===== src/rtl/sipo_deser.sv =====
// Serial-in parallel-out deserializer: assembles sof-framed bit streams into
// WIDTH-bit words and holds each in an output register until the consumer takes it.
//
// state | meaning
// IDLE  | no word in progress; waiting for a bit flagged with sof
// SHIFT | collecting bits 1..WIDTH-1 of the current word
module sipo_deser #(
    parameter int WIDTH     = 8,
    parameter bit MSB_FIRST = 1'b1
) (
    input  logic             clk,
    input  logic             rstn,
    input  logic             sin,
    input  logic             sin_vld,
    input  logic             sof,
    output logic [WIDTH-1:0] dout,
    output logic             dout_vld,
    input  logic             dout_rdy,
    output logic             busy,
    output logic             ovf,
    output logic             frame_err
);

    localparam int CW = $clog2(WIDTH + 1);

    typedef enum logic {
        IDLE,
        SHIFT
    } state_t;

    state_t           state, state_nxt;
    logic [CW-1:0]    cnt, cnt_nxt;
    logic [WIDTH-1:0] sreg, sreg_nxt;
    logic [WIDTH-1:0] dout_nxt;
    logic             dout_vld_nxt;
    logic             ovf_nxt;
    logic             frame_err_nxt;
    logic             word_done;
    logic             load;

    // Capturing bit 0 is a shift into a cleared register, so the first bit
    // walks to dout[WIDTH-1] (MSB first) or dout[0] (LSB first) after WIDTH bits.
    function automatic logic [WIDTH-1:0] shift_in(input logic [WIDTH-1:0] base, input logic b);
        if (MSB_FIRST)
            return {base[WIDTH-2:0], b};
        else
            return {b, base[WIDTH-1:1]};
    endfunction

    always_comb begin
        state_nxt     = state;
        cnt_nxt       = cnt;
        sreg_nxt      = sreg;
        frame_err_nxt = 1'b0;
        word_done     = 1'b0;
        case (state)
            IDLE: begin
                if (sin_vld && sof) begin
                    sreg_nxt  = shift_in('0, sin);
                    cnt_nxt   = CW'(1);
                    state_nxt = SHIFT;
                end
            end
            SHIFT: begin
                if (sin_vld) begin
                    if (sof) begin
                        frame_err_nxt = 1'b1;
                        sreg_nxt      = shift_in('0, sin);
                        cnt_nxt       = CW'(1);
                    end else if (cnt == CW'(WIDTH - 1)) begin
                        sreg_nxt  = shift_in(sreg, sin);
                        cnt_nxt   = '0;
                        word_done = 1'b1;
                        state_nxt = IDLE;
                    end else begin
                        sreg_nxt = shift_in(sreg, sin);
                        cnt_nxt  = cnt + CW'(1);
                    end
                end
            end
            default: state_nxt = IDLE;
        endcase

        // A word may load if the output register is empty or being drained this edge.
        load         = word_done && (!dout_vld || dout_rdy);
        ovf_nxt      = word_done && dout_vld && !dout_rdy;
        dout_nxt     = load ? sreg_nxt : dout;
        dout_vld_nxt = load || (dout_vld && !dout_rdy);
    end

    always_ff @(posedge clk) begin
        if (!rstn) begin
            state     <= IDLE;
            cnt       <= '0;
            sreg      <= '0;
            dout      <= '0;
            dout_vld  <= 1'b0;
            ovf       <= 1'b0;
            frame_err <= 1'b0;
        end else begin
            state     <= state_nxt;
            cnt       <= cnt_nxt;
            sreg      <= sreg_nxt;
            dout      <= dout_nxt;
            dout_vld  <= dout_vld_nxt;
            ovf       <= ovf_nxt;
            frame_err <= frame_err_nxt;
        end
    end

    assign busy = (state == SHIFT);

endmodule


===== config.mk =====
export PLATFORM = sky130hd
export DESIGN_NAME = sipo_deser
export DESIGN_NICKNAME = d
export VERILOG_FILES = /design/src/rtl/sipo_deser.sv
export SDC_FILE = /design/constraint.sdc
export NUM_CORES = 1
export LEC_CHECK = 0
export CELL_PAD_IN_SITES_DETAIL_PLACEMENT = 0
export CELL_PAD_IN_SITES_GLOBAL_PLACEMENT = 1
export CORE_MARGIN = 2
export CORE_UTILIZATION = 25
export DETAILED_ROUTE_END_ITERATION = 7
export PLACE_DENSITY = 0.64
export REMOVE_ABC_BUFFERS = 1
export SYNTH_ARGS = -nofsm -noshare
export SYNTH_HDL_FRONTEND = slang
export SYNTH_SLANG_ARGS = --single-unit

===== constraint.sdc =====
create_clock -name clk -period 3.4 [get_ports clk]
set_input_delay 0.68 -clock clk [delete_from_list [all_inputs] [get_ports clk]]
set_output_delay 0.68 -clock clk [all_outputs]
set_load 0.02 [all_outputs]

==> metrics <==
# rows 23; post-route ant nets 0; HPWL after DPL between 1.5 and 2 mm; Worst Skew around 0.0024 ns; Remaining DRCs 0; wire per inst between 10 and 15 µm; Syn Area/Cell 9.55 µm²; setup bufs post-CTS 0; Num CTS Buffers 3; pwr/cell area ~390 nW/µm²; fin crit period between 2 and 2.5 ns; Filler Cells Inserted 421; slew margin rel. 68.0%; status finished, final reports clean; Critical Path RT between 3 and 4 ns; n_diodes 0; part of the cycle the worst path needs 63.2%; most frequent cell after synthesis dfxtp_1; clock latency at the later pin of the worst-skew pair ~0.26 ns; FMAX between 400 and 500 MHz; final net count 134; Tightest Pin Transition between 0.4 and 0.5 ns; CTS resizes 0; share of the synthesized area in the top cell type around 45%; Post-synth EDFFs 0; Sum Neg Setup Slack 0 ns; ys flop type dfxtp_1; #FFs+latches synth 24; Clk pin slew, worst setup/hold paths 0.08 ns; P_sw roughly 0.00011 W; DR iter-0 viols 38; dpl ws 0.981 ns; leakage roughly 0.44 nW; Setup CP Type in -> reg; Post-synth ARST share 0%; clk sinks 24; PnR worst setup slack ~1.3 ns; Clock Root Buffer clkbuf_8; Via density ~5.1; H-tree depth 1; Tot GR Track Use 10.6%; post-synthesis cell count roughly 110; placed cell count about 170; DIE AREA a little under 5000 µm²; grt ovf 0; Slowest-stage cell, CP clkdlybuf4s50_1; endpoint class of the critical path register; I/O Buffers 17; WL final roughly 2.4 mm; share of cells above drive strength 1 7.14%; Flop pwr share around 56%; vias after detailed routing approximately 900; worst min path class reg -> reg; yosys warns 0; commonest cells in the synthesized netlist dfxtp_1, a21oi_1, a31oi_1, nand2_1; I/O pins 18; Die W roughly 69 µm; max incr delay on CP about 0.77 ns; Die H 69.4 µm; P&R area growth vs syn 23.3%; CTS tree yes; largest net degree at the start of global routing 21; RSZ-0062 raised after global routing false; combinational power share 7.6%; cell family with most CP delay buffers and inverters; Area contributors post-synth dfxtp_1, a21oi_1, nand4b_1; MaxCap Viol Count 0; Clock power frac between 30% and 40%; fin cells between 150 and 200; vias in the first global route around 890; Yosys top cell by area dfxtp_1; core area between 4000 and 5000 µm²; Buf/Inv on CP 1; drt pass-1 iters 4; initial antenna violation count 0; CP Data Arrival Time about 2.3 ns; VDD IR-drop max roughly 280 µV; crit path cell chain clkdlybuf4s50_1 -> and2b_2 -> nand3_4 -> o311a_1; Final Setup Violations 0; sequential area share after synthesis between 40% and 50%; Slew Viols, Final 0; # hold bufs at CTS 0; CTS Buffer Depth 2; worst-path maximum fanout 15; Hold WS 0.521 ns; Fin. Hold Viols 0; Final GP Congestion 0.787; library cells used by synthesis 36; switching portion of total power about 22%; Syn Std Cell Area between 1000 and 1500 µm²; first-pass GRT wire length ~4.2 mm; Initial Util a little over a quarter; CP Launch Type input port; internal power 0.000402 W
## layer usage
layer	global-route usage, %	vias to the layer above	share of wire [%]
met4	1.74	0	0.42
met2	16.9	21	47
met5	0	-	0
met3	3.78	2	4.7
met1	13.9	425	47
li1	-	456	-
## stage by stage
step	util (%)	cell area (µm²)	total power, W
after floorplan	-	1020	0.000310
after global placement	31.1	1260	0.000331
after detailed placement	31.1	1260	0.000332
after CTS	32.5	1320	0.000522
after global routing	32.5	1320	0.000540
final	32.5	1320	0.000515
## state kept, by name, summed over array words and instances (netlist names)
signal / flops
ovf: 1
frame_err: 1
cnt: 4
sreg: 8
dout_vld: 1
dout: 8
busy: 1
## cell usage in the layout, fill, tap and decap left out, drive strengths merged
cell           count
a211oi             1
a21boi             2
a21oi              9
a311oi             3
a31o               4
a31oi              6
a32oi              1
and2b              2
and3               1
and4b              2
buf                2
clkbuf             4
clkdlybuf4s50     17
dfxtp             24
ha                 1
inv                2
mux2i              1
nand2              6
nand2b             2
nand3              4
nand3b             1
nand4              2
nand4b             5
nor2               4
nor2b              1
nor3               1
nor3b              2
o21a               4
o21ai              6
o311a              4
or2                1
or2b               1
## path summary, 6_finish.rpt
check | endpoint | cells after the start | from | slack, ns
max | dout[4]$_SDFFE_PN0P_ | 4 | sin_vld | 1.25
min | sreg[7]$_SDFF_PN0_ | 2 | sreg[7]$_SDFF_PN0_ | 0.52
max reg2reg | dout[5]$_SDFFE_PN0P_ | 4 | cnt[0]$_SDFFE_PN0P_ | 1.69
min reg2reg | sreg[7]$_SDFF_PN0_ | 2 | sreg[7]$_SDFF_PN0_ | 0.52
## area by class of cell
type | instances | area [µm²] | area share [%]
Multi-Input combinational cell | 77 | 528 | 40.0
Timing Repair Buffer | 19 | 185 | 14.0
Clock buffer | 4 | 55.1 | 4.17
Tap cell | 50 | 62.6 | 4.74
Inverter | 2 | 7.51 | 0.569
Sequential cell | 24 | 480 | 36.4
## cells by family after synthesis
logic type,share of synthesized area (%)
mux,0.936
flops,44.9
fa+ha+maj,1.17
buf+inv,5.73
compound gates,25.7
simple gates,21.5
## worst min-delay path, cell delays in order, from the launching register on
cell,delay (ns)
dfxtp_1,0.30
o21ai_0,0.10
a21oi_1,0.07
## power by group through the flow
stage / Clock [W] / Combinational (W) / Sequential [W]
after global placement: 0 / 0.0000382 / 0.000292
after global routing: 0.000210 / 0.0000437 / 0.000287
after floorplan: 0 / 0.0000144 / 0.000296
after CTS: 0.000197 / 0.0000392 / 0.000286
final: 0.000190 / 0.0000389 / 0.000286
after detailed placement: 0 / 0.0000393 / 0.000293
(Power assumes the default switching activity.)
